[config.mk]
export PLATFORM = sky130hd
export DESIGN_NAME = prod_accumulator_flat
export DESIGN_NICKNAME = d
export VERILOG_FILES = /design/src/rtl/prod_accumulator_if.sv /design/src/rtl/prod_accumulator.sv /design/src/flat_wrapper.sv
export SDC_FILE = /design/constraint.sdc
export NUM_CORES = 1
export LEC_CHECK = 0
export CORE_UTILIZATION = 43
export CTS_BUF_LIST = sky130_fd_sc_hd__clkbuf_16
export CTS_CLUSTER_SIZE = 16
export DETAILED_ROUTE_END_ITERATION = 6
export PLACE_DENSITY_LB_ADDON = 0.1
export SYNTH_ARGS = -nofsm -noshare
export SYNTH_HDL_FRONTEND = slang
export SYNTH_SLANG_ARGS = --single-unit
[constraint.sdc]
create_clock -name clk -period 1.84 [get_ports clk]
set_input_delay 0.368 -clock clk [delete_from_list [all_inputs] [get_ports clk]]
set_output_delay 0.368 -clock clk [all_outputs]
set_load 0.01 [all_outputs]
[src/rtl/prod_accumulator_if.sv]
// Handshake bundle between the product source, the frame accumulator and its consumer.
interface prod_accumulator_if #(
    parameter int ACC_W = 10
);
    logic             in_valid;
    logic             in_ready;
    logic [7:0]       prd;
    logic             clr;
    logic [ACC_W-1:0] acc_out;
    logic             out_valid;
    logic             out_ready;
    logic             ovf;

    modport master (
        output in_valid, prd, clr, out_ready,
        input  in_ready, acc_out, out_valid, ovf
    );

    modport slave (
        input  in_valid, prd, clr, out_ready,
        output in_ready, acc_out, out_valid, ovf
    );
endinterface

[src/rtl/prod_accumulator.sv]
// Sums LEN unsigned 8-bit products per frame with saturation, then holds the
// result until the consumer takes it; clr aborts the frame in either state.
module prod_accumulator #(
    parameter int LEN   = 4,
    parameter int ACC_W = 10
) (
    input logic               clk,
    input logic               rst_n,
    prod_accumulator_if.slave bus
);
    localparam int CNT_W = (LEN > 1) ? $clog2(LEN) : 1;
    localparam logic [CNT_W-1:0] LAST = CNT_W'(LEN - 1);

    typedef enum logic {ACCUM, HOLD} state_t;

    state_t           state_q, state_d;
    logic [ACC_W-1:0] acc_q, acc_d;
    logic [CNT_W-1:0] cnt_q, cnt_d;
    logic             ovf_q, ovf_d;
    logic             take;
    logic [ACC_W:0]   sum;

    // rst_n gates in_ready so nothing is offered while reset is held.
    assign bus.in_ready  = rst_n && (state_q == ACCUM) && !bus.clr;
    assign take          = bus.in_valid && bus.in_ready;
    assign sum           = {1'b0, acc_q} + {{(ACC_W - 7){1'b0}}, bus.prd};

    assign bus.out_valid = (state_q == HOLD);
    assign bus.acc_out   = (state_q == HOLD) ? acc_q : '0;
    assign bus.ovf       = (state_q == HOLD) && ovf_q;

    always_ff @(posedge clk or negedge rst_n) begin
        if (!rst_n) begin
            state_q <= ACCUM;
            acc_q   <= '0;
            cnt_q   <= '0;
            ovf_q   <= 1'b0;
        end else begin
            state_q <= state_d;
            acc_q   <= acc_d;
            cnt_q   <= cnt_d;
            ovf_q   <= ovf_d;
        end
    end

    always_comb begin
        state_d = state_q;
        acc_d   = acc_q;
        cnt_d   = cnt_q;
        ovf_d   = ovf_q;
        if (bus.clr) begin
            state_d = ACCUM;
            acc_d   = '0;
            cnt_d   = '0;
            ovf_d   = 1'b0;
        end else begin
            case (state_q)
                ACCUM: begin
                    if (take) begin
                        // Carry out of the wide add means saturate; ovf stays sticky.
                        if (sum[ACC_W]) begin
                            acc_d = '1;
                            ovf_d = 1'b1;
                        end else begin
                            acc_d = sum[ACC_W-1:0];
                        end
                        if (cnt_q == LAST) begin
                            cnt_d   = '0;
                            state_d = HOLD;
                        end else begin
                            cnt_d = cnt_q + CNT_W'(1);
                        end
                    end
                end
                HOLD: begin
                    if (bus.out_ready) begin
                        state_d = ACCUM;
                        acc_d   = '0;
                        ovf_d   = 1'b0;
                    end
                end
            endcase
        end
    end
endmodule

[src/flat_wrapper.sv]
// flat-port wrapper written by rule: the top's interface ports become plain ports
module prod_accumulator_flat 
#(
    parameter int LEN   = 4,
    parameter int ACC_W = 10
)
  (clk, rst_n, bus_in_valid, bus_prd, bus_clr, bus_out_ready, bus_in_ready, bus_acc_out, bus_out_valid, bus_ovf);
  prod_accumulator_if #(.ACC_W(ACC_W)) bus_i ();
  input logic clk;
  input logic rst_n;
  input wire logic [$bits(bus_i.in_valid)-1:0] bus_in_valid;
  input wire logic [$bits(bus_i.prd)-1:0] bus_prd;
  input wire logic [$bits(bus_i.clr)-1:0] bus_clr;
  input wire logic [$bits(bus_i.out_ready)-1:0] bus_out_ready;
  output wire logic [$bits(bus_i.in_ready)-1:0] bus_in_ready;
  output wire logic [$bits(bus_i.acc_out)-1:0] bus_acc_out;
  output wire logic [$bits(bus_i.out_valid)-1:0] bus_out_valid;
  output wire logic [$bits(bus_i.ovf)-1:0] bus_ovf;
  assign bus_i.in_valid = bus_in_valid;
  assign bus_i.prd = bus_prd;
  assign bus_i.clr = bus_clr;
  assign bus_i.out_ready = bus_out_ready;
  assign bus_in_ready = bus_i.in_ready;
  assign bus_acc_out = bus_i.acc_out;
  assign bus_out_valid = bus_i.out_valid;
  assign bus_ovf = bus_i.ovf;
  prod_accumulator #(.LEN(LEN), .ACC_W(ACC_W)) u_core (.clk(clk), .rst_n(rst_n), .bus(bus_i));
endmodule
==> impl_metrics.py, run 1 <==
metrics = {
    "synthesis": {
        "synth-simple-area-share": 0.241,
        "synth-xor-area-share": 0.0332,
        "yosys_warnings": 0,
        "syn_inst": 118,
        "synth_top_family_by_area": "simple AND/OR/NAND/NOR gates",
        "synth_flop_cell": "dfrtp_1",
        "syn_area_sq_um": 1050,
        "synth_edf_count": 0,
        "synth_compound_area_frac": 0.228,
        "yosysTopAreaCell": "dfrtp_1",
        "muxShareOfSynthArea": 0.0190,
        "syn_area_per_cell_sq_um": 8.94,
        "synth.distinct_cells": 38,
        "synth_top_area_share": 0.332,
        "synth_seq_area_share": 0.332,
        "synth_fa_ha_area_frac": 0.126,
        "synth_fp_nets": 141,
        "ys_async_sr_fraction": 1.00,
        "synth-seq-cells": 14,
        "netlist_top_cells_area": "dfrtp_1 (33%), ha_1 (11%), and2_1 (7.1%)",
    },
    "routing": {
        "routedWlPerCell_um": 17.1,
        "drt_pass1_iterations": 4,
        "drtIter0Drc": 31,
        "post-route-drc-count": 0,
        "viasPerCell": 5.51,
        "detail-route-antenna-nets": 0,
        "via_count": 1125,
        "wirelength_um": 3490,
    },
    "placed_design": {
        "port_buffers": 25,
        "place_congestion": 0.787,
        "dp_hpwl_um": 2150,
        "placed_area_sq_um": 1520,
    },
    "critical_path": {
        "cp.arrival_ns": 2.02,
        "end_kind": "flip-flop",
        "startpoint_type": "flip-flop",
        "critical_path_class": "flip-flop to flip-flop",
        "crit_fanout": 2,
        "required_ns": 1.96,
    },
    "pwr": {
        "power-per-cell-area_nw_per_um2": 581,
        "leakage_nw": 1.02,
        "ir_drop_v": 0.00105,
    },
    "sta": {
        "final.setup.worst_slack_ns": -0.0650,
        "rsz0062_at_grt": "yes",
        "fin_crit_sh": 1.04,
        "slew_viol_final": 0,
        "clock.fmax_ghz": 0.525,
        "period_minus_slack_ns": 1.91,
        "finalSetupViolCount": 2,
        "tns_ns": -0.0974,
        "hold_viol": 0,
        "maxSlewHeadroom": 0.781,
        "worst_pin_slew_ns": 0.327,
        "finClkSkew_ns": 0.00136,
    },
    "outcome": {
        "violations": "setup timing",
        "status": "complete, but fails checks",
    },
    "clock_network": {
        "cts_tree": "done",
        "numClockSinks": 14,
        "cts_buffer_depth": 2,
        "cts_hold_buffers": 0,
        "h-tree-depth": 1,
        "insertion_delay_ns": 0.25,
        "root_buffer": "clkbuf_16",
        "numCtsBuffers": 3,
        "clk_pin_slew_ns": 0.05,
    },
    "final_layout": {
        "regArea_sq_um": 352,
        "nFillCells": 124,
        "nets": 200,
        "multi_input_area_sq_um": 921,
        "final_common_cell": "buf_4",
        "fin_area_sq_um": 1910,
        "postLayoutCoreUtil": 0.847,
        "most-common-layout-cells": "buf_4 (28), nand2_1 (18), dfrtp_1 (13)",
        "insertedDiodeCount": 0,
        "drive_above_1_share": 0.415,
        "syn_to_final_growth_pct": 81.0,
    },
    "grt": {
        "grt_pass1_wl_um": 5390,
        "antenna_found_initial": 0,
        "grt.overflow.total": 0,
        "grt.total_usage": 0.280,
        "grt_pass1_vias": 1188,
        "grt_max_degree": 16,
    },
    "floorplan": {
        "start_util": 0.468,
        "core-area_sq_um": 2250,
        "row_count": 17,
        "die_h_um": 51.5,
        "ios": 26,
        "die_area_sq_um": 2650,
        "die_x_um": 51.5,
    },
    "worst_hold_path": {
        "hold_path_class": "input port to async pin",
    },
    "run": {
        "drv_cap": 0,
    },
}
-- final timing paths --
check | cells past startpoint | endpoint | slack (ns) | startpoint
worst max-delay path | 7 | u_core.acc_q[9] | -0.07 | u_core.acc_q[0]
min in group clk | 1 | u_core.ovf_q | 0.48 | u_core.ovf_q
worst max register to register | 7 | u_core.acc_q[9] | -0.07 | u_core.acc_q[0]
worst min register to register | 1 | u_core.ovf_q | 0.48 | u_core.ovf_q
worst min-delay path | 2 | u_core.acc_q[3] | 0.46 | rst_n
max in group asynchronous | 2 | u_core.bus.out_valid | 1.22 | rst_n
-- critical path, stage by stage (launching register included) --
cell and delay [ns]:
dfrtp_1 0.41, ha_4 0.19, buf_6 0.12, a211oi_4 0.28, nor3_4 0.06, o41a_1 0.46
a31oi_2 0.20, a311oi_2 0.05
-- cells by family (layout without fill, tap and decap cells) --
| logic type | Yosys count | in the layout |
|---|---|---|
| mux | 2 | 2 |
| buf+inv | 5 | 63 |
| compound gates | 34 | 34 |
| simple gates | 49 | 49 |
| flops | 14 | 14 |
| xor+xnor | 4 | 4 |
| fa+ha+maj | 10 | 10 |
-- per-stage QoR --
| stage | worst slack [ns] | cells | total power, W | hold WS [ns] |
|---|---|---|---|---|
| 6_report | -0.0650 | 204 | 0.00111 | 0.461 |
| 5_1_grt | -0.119 | 204 | 0.00115 | 0.508 |
| 4_1_cts | -0.0414 | 202 | 0.00106 | 0.493 |
| 3_5_place_dp | -0.543 | 194 | 0.000578 | 0.479 |
| 3_3_place_gp | -0.441 | 194 | 0.000572 | 0.480 |
| 2_1_floorplan | 0.0110 | 118 | 0.000457 | 0.0724 |
-- timing repair --
item,in CTS,in global routing
buffers inserted,4,2
endpoints found under the setup margin,19,19
pin swaps,13,15
gates resized for setup,29,27
-- synth_stat cells (all sizes together) (3+ instances only) --
cell type	number
a21oi	11
inv	3
nand2	20
o21ai	9
nor3	4
ha	9
and2	12
dfrtp	14
nor2	6
-- layer usage --
metal,GRT usage,wire [um],vias up
met1,0.353,1510,546
met4,0.104,46,0
met2,0.485,1800,34
met5,0,0,-
met3,0.0380,127,4
li1,-,-,541
-- state kept, by name, summed over array words and instances (netlist names) --
name and flops:
u_core.acc_q 10, u_core.bus.out_valid 1, u_core.ovf_q 1, u_core.cnt_q 2
-- layout make-up --
class | count | area share
clock inverters | 1 | 0.00197
inverters | 3 | 0.00590
repair buffers | 56 | 0.268
flip-flops and latches | 14 | 0.184
well taps | 28 | 0.0183
clock buffers | 3 | 0.0393
multi-input cells | 99 | 0.482
-- report_power, final --
part           switching, W  internal, W  leakage (nW)
clock              0.000132     0.000288        0.0385
combinational      0.000163     0.000183         0.792
sequential        0.0000200     0.000323         0.190
total              0.000315     0.000794          1.02
No activity file was read; power rests on OpenSTA's default activity.
==> run 2: changes to the inputs <==
- ABC_AREA: not set -> 1
==> impl_metrics.py, run 2 <==
metrics = {
    "outcome": {
        "status": "finished clean",
    },
    "critical_path": {
        "crit_fanout": 7,
        "path_buf_inv": 3,
        "max_stage_delay_ns": 0.53,
        "worstPathCellList": "buf_6 > nand2_1 > inv_1 > clkdlybuf4s50_1",
        "reg2reg_depth": 9,
        "critical_path_class": "flip-flop to output pin",
        "crit_start": "u_core.bus.out_valid",
        "cp.arrival_ns": 1.41,
        "startpoint_type": "flip-flop",
        "r2r_slack_ns": 0.08,
        "r2r-start": "u_core.acc_q[0]",
        "required_ns": 1.47,
        "critical_path.top_delay_family": "buffers and inverters",
        "end_kind": "output pin",
        "cp_slowest_cell": "clkdlybuf4s50_1",
        "path_depth": 4,
        "crit_end": "bus_acc_out[3]",
        "timing.rr.end": "u_core.acc_q[5]",
    },
    "floorplan": {
        "die_h_um": 54.7,
        "die_x_um": 54.7,
        "core-area_sq_um": 2540,
        "ios": 26,
        "die_area_sq_um": 2990,
        "row_count": 18,
        "start_util": 0.469,
    },
    "clock_network": {
        "insertion_delay_ns": 0.24,
        "clk_pin_slew_ns": 0.05,
        "h-tree-depth": 1,
        "numCtsBuffers": 3,
        "numClockSinks": 14,
        "root_buffer": "clkbuf_16",
        "cts_tree": "done",
        "cts_hold_buffers": 0,
        "cts_buffer_depth": 2,
    },
    "pwr": {
        "leakage_nw": 1.11,
        "ir_drop_v": 0.000526,
        "clockPowerShare": 0.409,
        "p_sw_w": 0.000268,
        "pwr-share-comb": 0.247,
        "total_power_w": 0.00100,
        "power-per-cell-area_nw_per_um2": 574,
        "p_seq_frac": 0.344,
        "p_int_w": 0.000732,
        "sw_frac_of_total": 0.268,
    },
    "final_layout": {
        "largest-register": "u_core.acc_q",
        "drive_above_1_share": 0.186,
        "insertedDiodeCount": 0,
        "nets": 246,
        "final_common_cell": "nand2_1",
        "most-common-layout-cells": "nand2_1 (63), inv_1 (30), nand3_1 (19)",
        "syn_to_final_growth_pct": 46.0,
        "largest_reg_flops": 10,
        "top_regs": "u_core.acc_q: 10 flops, u_core.cnt_q: 2 flops",
        "postLayoutCoreUtil": 0.685,
    },
    "sta": {
        "slew_viol_final": 0,
        "worst_pin_slew_ns": 0.291,
        "finalHoldWorstSlack_ns": 0.483,
        "maxSlewHeadroom": 0.804,
        "finalSetupViolCount": 0,
        "hold_viol": 0,
        "period_minus_slack_ns": 1.78,
        "clock.fmax_ghz": 0.562,
        "fin_crit_sh": 0.968,
        "finClkSkew_ns": 0.000893,
    },
    "placed_design": {
        "port_buffers": 25,
        "dp_hpwl_um": 2390,
        "place_congestion": 0.826,
    },
    "grt": {
        "grt.total_usage": 0.245,
        "grt.overflow.total": 0,
        "grt_pass1_vias": 1181,
        "antenna_found_initial": 0,
        "grt_max_degree": 15,
        "grt_pass1_wl_um": 5130,
    },
    "synthesis": {
        "synthMostInstantiatedCell": "nand2_1",
        "ys_async_sr_fraction": 1.00,
        "synth_compound_area_frac": 0.0367,
        "synth-xor-area-share": 0.0147,
        "yosys_warnings": 0,
        "synth_edf_count": 0,
        "muxShareOfSynthArea": 0,
        "synth.distinct_cells": 24,
        "netlist_top_cells_area": "dfrtp_1 (29%), nand2_1 (20%), ha_1 (9.4%)",
        "synth_common_cells": "nand2_1 (64), inv_1 (30), nand3_1 (20)",
        "synth_seq_area_share": 0.294,
        "synth-simple-area-share": 0.426,
        "syn_area_per_cell_sq_um": 6.82,
        "synth-seq-cells": 14,
        "yosysTopAreaCell": "dfrtp_1",
        "syn_area_sq_um": 1190,
        "synth_fp_nets": 198,
        "synth_fa_ha_area_frac": 0.111,
        "syn_inst": 175,
        "synth_top_area_share": 0.294,
        "synth_top_family_by_area": "simple AND/OR/NAND/NOR gates",
        "synth_flop_cell": "dfrtp_1",
    },
    "routing": {
        "drtIter0Drc": 18,
        "routedWlPerCell_um": 12.6,
        "drt_pass1_iterations": 4,
        "viasPerCell": 4.94,
        "detail-route-antenna-nets": 0,
        "wirelength_um": 3160,
        "post-route-drc-count": 0,
        "via_count": 1241,
    },
    "run": {
        "drv_cap": 0,
    },
    "worst_hold_path": {
        "hold_path_class": "input port to async pin",
    },
}
[run 2: cell count changes after synthesis, moves of 3 or more]
cell and delta:
nor2_4 +3, nand3_1 +19, inv_1 +28, and2_1 -12
o21ai_1 -8, nand2_1 +45, nor2_1 +3, nand3b_1 +5
a21oi_1 -6
[run 2: worst min path at each step]
stage | depth (start not counted) | to | from
global route | 2 | u_core.bus.out_valid | rst_n
floorplan | 0 | u_core.acc_q[0] | rst_n
finish | 2 | u_core.bus.out_valid | rst_n
detailed placement | 2 | u_core.cnt_q[1] | u_core.cnt_q[1]
global placement | 2 | u_core.cnt_q[1] | u_core.cnt_q[1]
CTS | 2 | u_core.acc_q[7] | rst_n
[run 2: kinds of logic after synthesis]
group,Yosys count
adder cells (fa/ha/maj),10
AO/OA/AOI/OAI,7
AND/OR/NAND/NOR,107
flip-flops,14
XOR/XNOR,2
buffers and inverters,35
[run 2: area by class of cell]
class	count	area, sq um
tap	30	37.5
clock buffer	3	75.1
timing repair buffer	45	423
fill	236	802
sequential	14	350
inverter	33	126
multi-input combinational	126	731
[run 2: through the flow]
stage	instance area, sq um	instances	TNS [ns]	setup WS (ns)
4_1_cts	1710	251	0	0.00194
2_1_floorplan	1190	175	0	0.122
3_5_place_dp	1580	243	-4.00	-0.433
3_3_place_gp	1580	243	-3.55	-0.365
6_report	1740	251	0	0.0591
5_1_grt	1740	251	-0.0739	-0.0236
[run 2: routing by layer]
layer | vias to the layer above | wire (um) | track usage | share of wire
met5 | - | 0 | 0 | 0
met4 | 0 | 0 | 0.0342 | 0
met3 | 0 | 111 | 0.0583 | 0.035
met2 | 20 | 1650 | 0.442 | 0.52
met1 | 586 | 1390 | 0.296 | 0.44
li1 | 635 | - | - | -
[run 2: timing repair]
action	in CTS	in global routing
pin swaps	3	2
buffers inserted	5	0
gates resized for setup	9	10
endpoints found under the setup margin	12	19
gates cloned	0	0
[run 2: power by group through the flow]
stage                     Combinational (W)  Sequential, W  Clock (W)
after floorplan                    0.000135       0.000341          0
after CTS                          0.000241       0.000344   0.000406
after global routing               0.000279       0.000346   0.000423
final                              0.000247       0.000344   0.000409
after global placement             0.000226       0.000346          0
after detailed placement           0.000233       0.000347          0
==> run 3: changes to the inputs <==
--- a/constraint.sdc
+++ b/constraint.sdc
@@ -3,2 +3,2 @@
 set_output_delay 0.368 -clock clk [all_outputs]
-set_load 0.01 [all_outputs]
+set_load 0.1 [all_outputs]
==> impl_metrics.py, run 3 (synthesized netlist as in run 2, its figures left out) <==
metrics = {
    "clock_network": {
        "h-tree-depth": 1,
        "numClockSinks": 14,
        "root_buffer": "clkbuf_16",
        "clk_pin_slew_ns": 0.05,
        "numCtsBuffers": 3,
        "cts_hold_buffers": 0,
        "cts_tree": "done",
        "cts_buffer_depth": 2,
        "insertion_delay_ns": 0.24,
    },
    "grt": {
        "grt_pass1_vias": 1228,
        "grt.overflow.total": 0,
        "antenna_found_initial": 0,
        "grt_pass1_wl_um": 5300,
        "grt_max_degree": 15,
        "grt.total_usage": 0.253,
    },
    "routing": {
        "detail-route-antenna-nets": 0,
        "via_count": 1256,
        "post-route-drc-count": 0,
        "wirelength_um": 3240,
        "drt_pass1_iterations": 4,
        "viasPerCell": 5.13,
        "drtIter0Drc": 30,
        "routedWlPerCell_um": 13.2,
    },
    "floorplan": {
        "row_count": 18,
        "die_area_sq_um": 2990,
        "ios": 26,
        "core-area_sq_um": 2540,
        "die_x_um": 54.7,
        "start_util": 0.469,
        "die_h_um": 54.7,
    },
    "final_layout": {
        "nets": 239,
        "postLayoutCoreUtil": 0.746,
        "largest_reg_flops": 10,
        "fin_area_sq_um": 1900,
        "insertedDiodeCount": 0,
        "final_common_cell": "nand2_1",
        "most-common-layout-cells": "nand2_1 (62), inv_1 (20), nand3_1 (15)",
        "top_regs": "u_core.acc_q: 10 flops, u_core.cnt_q: 2 flops",
        "final_cells": 245,
        "syn_to_final_growth_pct": 59.0,
        "drive_above_1_share": 0.316,
        "largest-register": "u_core.acc_q",
    },
    "sta": {
        "finClkSkew_ns": 0.00508,
        "slew_viol_final": 0,
        "clock.fmax_ghz": 0.565,
        "period_minus_slack_ns": 1.77,
        "worst_pin_slew_ns": 0.337,
        "fin_crit_sh": 0.962,
        "maxSlewHeadroom": 0.775,
        "hold_viol": 0,
        "finalHoldWorstSlack_ns": 0.517,
        "finalSetupViolCount": 0,
    },
    "worst_hold_path": {
        "min_path_cells": 2,
        "min_to": "u_core.cnt_q[1]",
        "hold_start": "u_core.cnt_q[1]",
        "hold_path_class": "flip-flop to flip-flop",
    },
    "critical_path": {
        "r2r-start": "u_core.acc_q[0]",
        "required_ns": 1.95,
        "crit_fanout": 3,
        "cp.arrival_ns": 1.88,
        "r2r_slack_ns": 0.07,
        "reg2reg_depth": 9,
        "timing.rr.end": "u_core.acc_q[4]",
        "critical_path_class": "flip-flop to flip-flop",
        "startpoint_type": "flip-flop",
        "end_kind": "flip-flop",
    },
    "placed_design": {
        "placed_area_sq_um": 1740,
        "place_congestion": 0.822,
        "dp_hpwl_um": 2370,
        "port_buffers": 25,
        "dp_cells": 239,
    },
    "pwr": {
        "p_seq_frac": 0.333,
        "pwr-share-comb": 0.264,
        "power-per-cell-area_nw_per_um2": 542,
        "p_int_w": 0.000740,
        "leakage_nw": 0.921,
        "p_sw_w": 0.000289,
        "clockPowerShare": 0.403,
        "ir_drop_v": 0.000665,
        "sw_frac_of_total": 0.281,
    },
    "run": {
        "drv_cap": 0,
    },
    "outcome": {
        "status": "finished clean",
    },
}
==> run 3: changes by cell type in the layout (fill, tap and decap cells not counted), sizes merged <==
| cell | previous run | this run |
|---|---|---|
| dlymetal6s2s | 7 | 1 |
| dlygate4sd2 | 2 | 0 |
| clkinvlp | 0 | 10 |
| inv | 33 | 23 |
| buf | 20 | 25 |
| clkinv | 0 | 1 |
| clkdlybuf4s50 | 16 | 11 |
| nand3 | 22 | 23 |
==> run 3: per-layer routing <==
layer,part of all wire,global-route usage
met4,0.014,0.103
met5,0,0
met2,0.53,0.448
met1,0.42,0.304
met3,0.031,0.0306
==> run 3: final cells by class <==
class,instances,area (sq um)
Multi-Input combinational cell,127,787
Fill cell,203,647
Timing Repair Buffer,37,477
Sequential cell,14,354
Inverter,33,164
Clock buffer,3,75.1
Tap cell,30,37.5
Clock inverter,1,3.75
==> run 3: worst max-delay path: stages (launching register included) <==
cell and delay (ns):
dfrtp_1 0.39, ha_2 0.20, fa_2 0.41, nand2_2 0.07, nand3_2 0.08, buf_6 0.13, a21oi_2 0.12, nor2_1 0.06
nand2_1 0.10, nand3_2 0.08
==> run 3: metrics by stage <==
| step | setup slack, ns | TNS, ns | total power [W] |
|---|---|---|---|
| 2_1_floorplan | -0.162 | -1.08 | 0.000486 |
| 3_3_place_gp | -0.314 | -2.84 | 0.000581 |
| 3_5_place_dp | -0.356 | -3.25 | 0.000589 |
| 4_1_cts | 0.00456 | 0 | 0.00101 |
| 5_1_grt | -0.0161 | -0.0161 | 0.00108 |
| 6_report | 0.0700 | 0 | 0.00103 |
==> run 3: worst max path at each step <==
stage                    startpoint         endpoint  slack (ns)  depth (start not counted)
2_1_floorplan  u_core.bus.out_valid  u_core.cnt_q[0]       -0.16                          8
3_3_place_gp             bus_prd[0]  u_core.acc_q[9]       -0.31                         11
3_5_place_dp             bus_prd[0]  u_core.acc_q[7]       -0.36                         11
4_1_cts                  bus_prd[0]  u_core.acc_q[9]       0.005                         11
5_1_grt                  bus_prd[6]  u_core.acc_q[9]       -0.02                         10
6_report            u_core.acc_q[0]  u_core.acc_q[4]        0.07                          9
==> run 3: power groups by stage <==
stage / combinational [W] / clock [W] / sequential (W)
floorplan: 0.000145 / 0 / 0.000341
global placement: 0.000236 / 0 / 0.000345
detailed placement: 0.000243 / 0 / 0.000345
CTS: 0.000248 / 0.000416 / 0.000341
global route: 0.000300 / 0.000436 / 0.000344
finish: 0.000272 / 0.000415 / 0.000343
==> run 3: timing repair <==
item	4_1_cts	5_1_grt
pin swaps	1	6
gates resized for setup	3	13
gates cloned	1	0
endpoints found under the setup margin	11	11
endpoints found under the hold margin	0	0
setup buffers	0	1
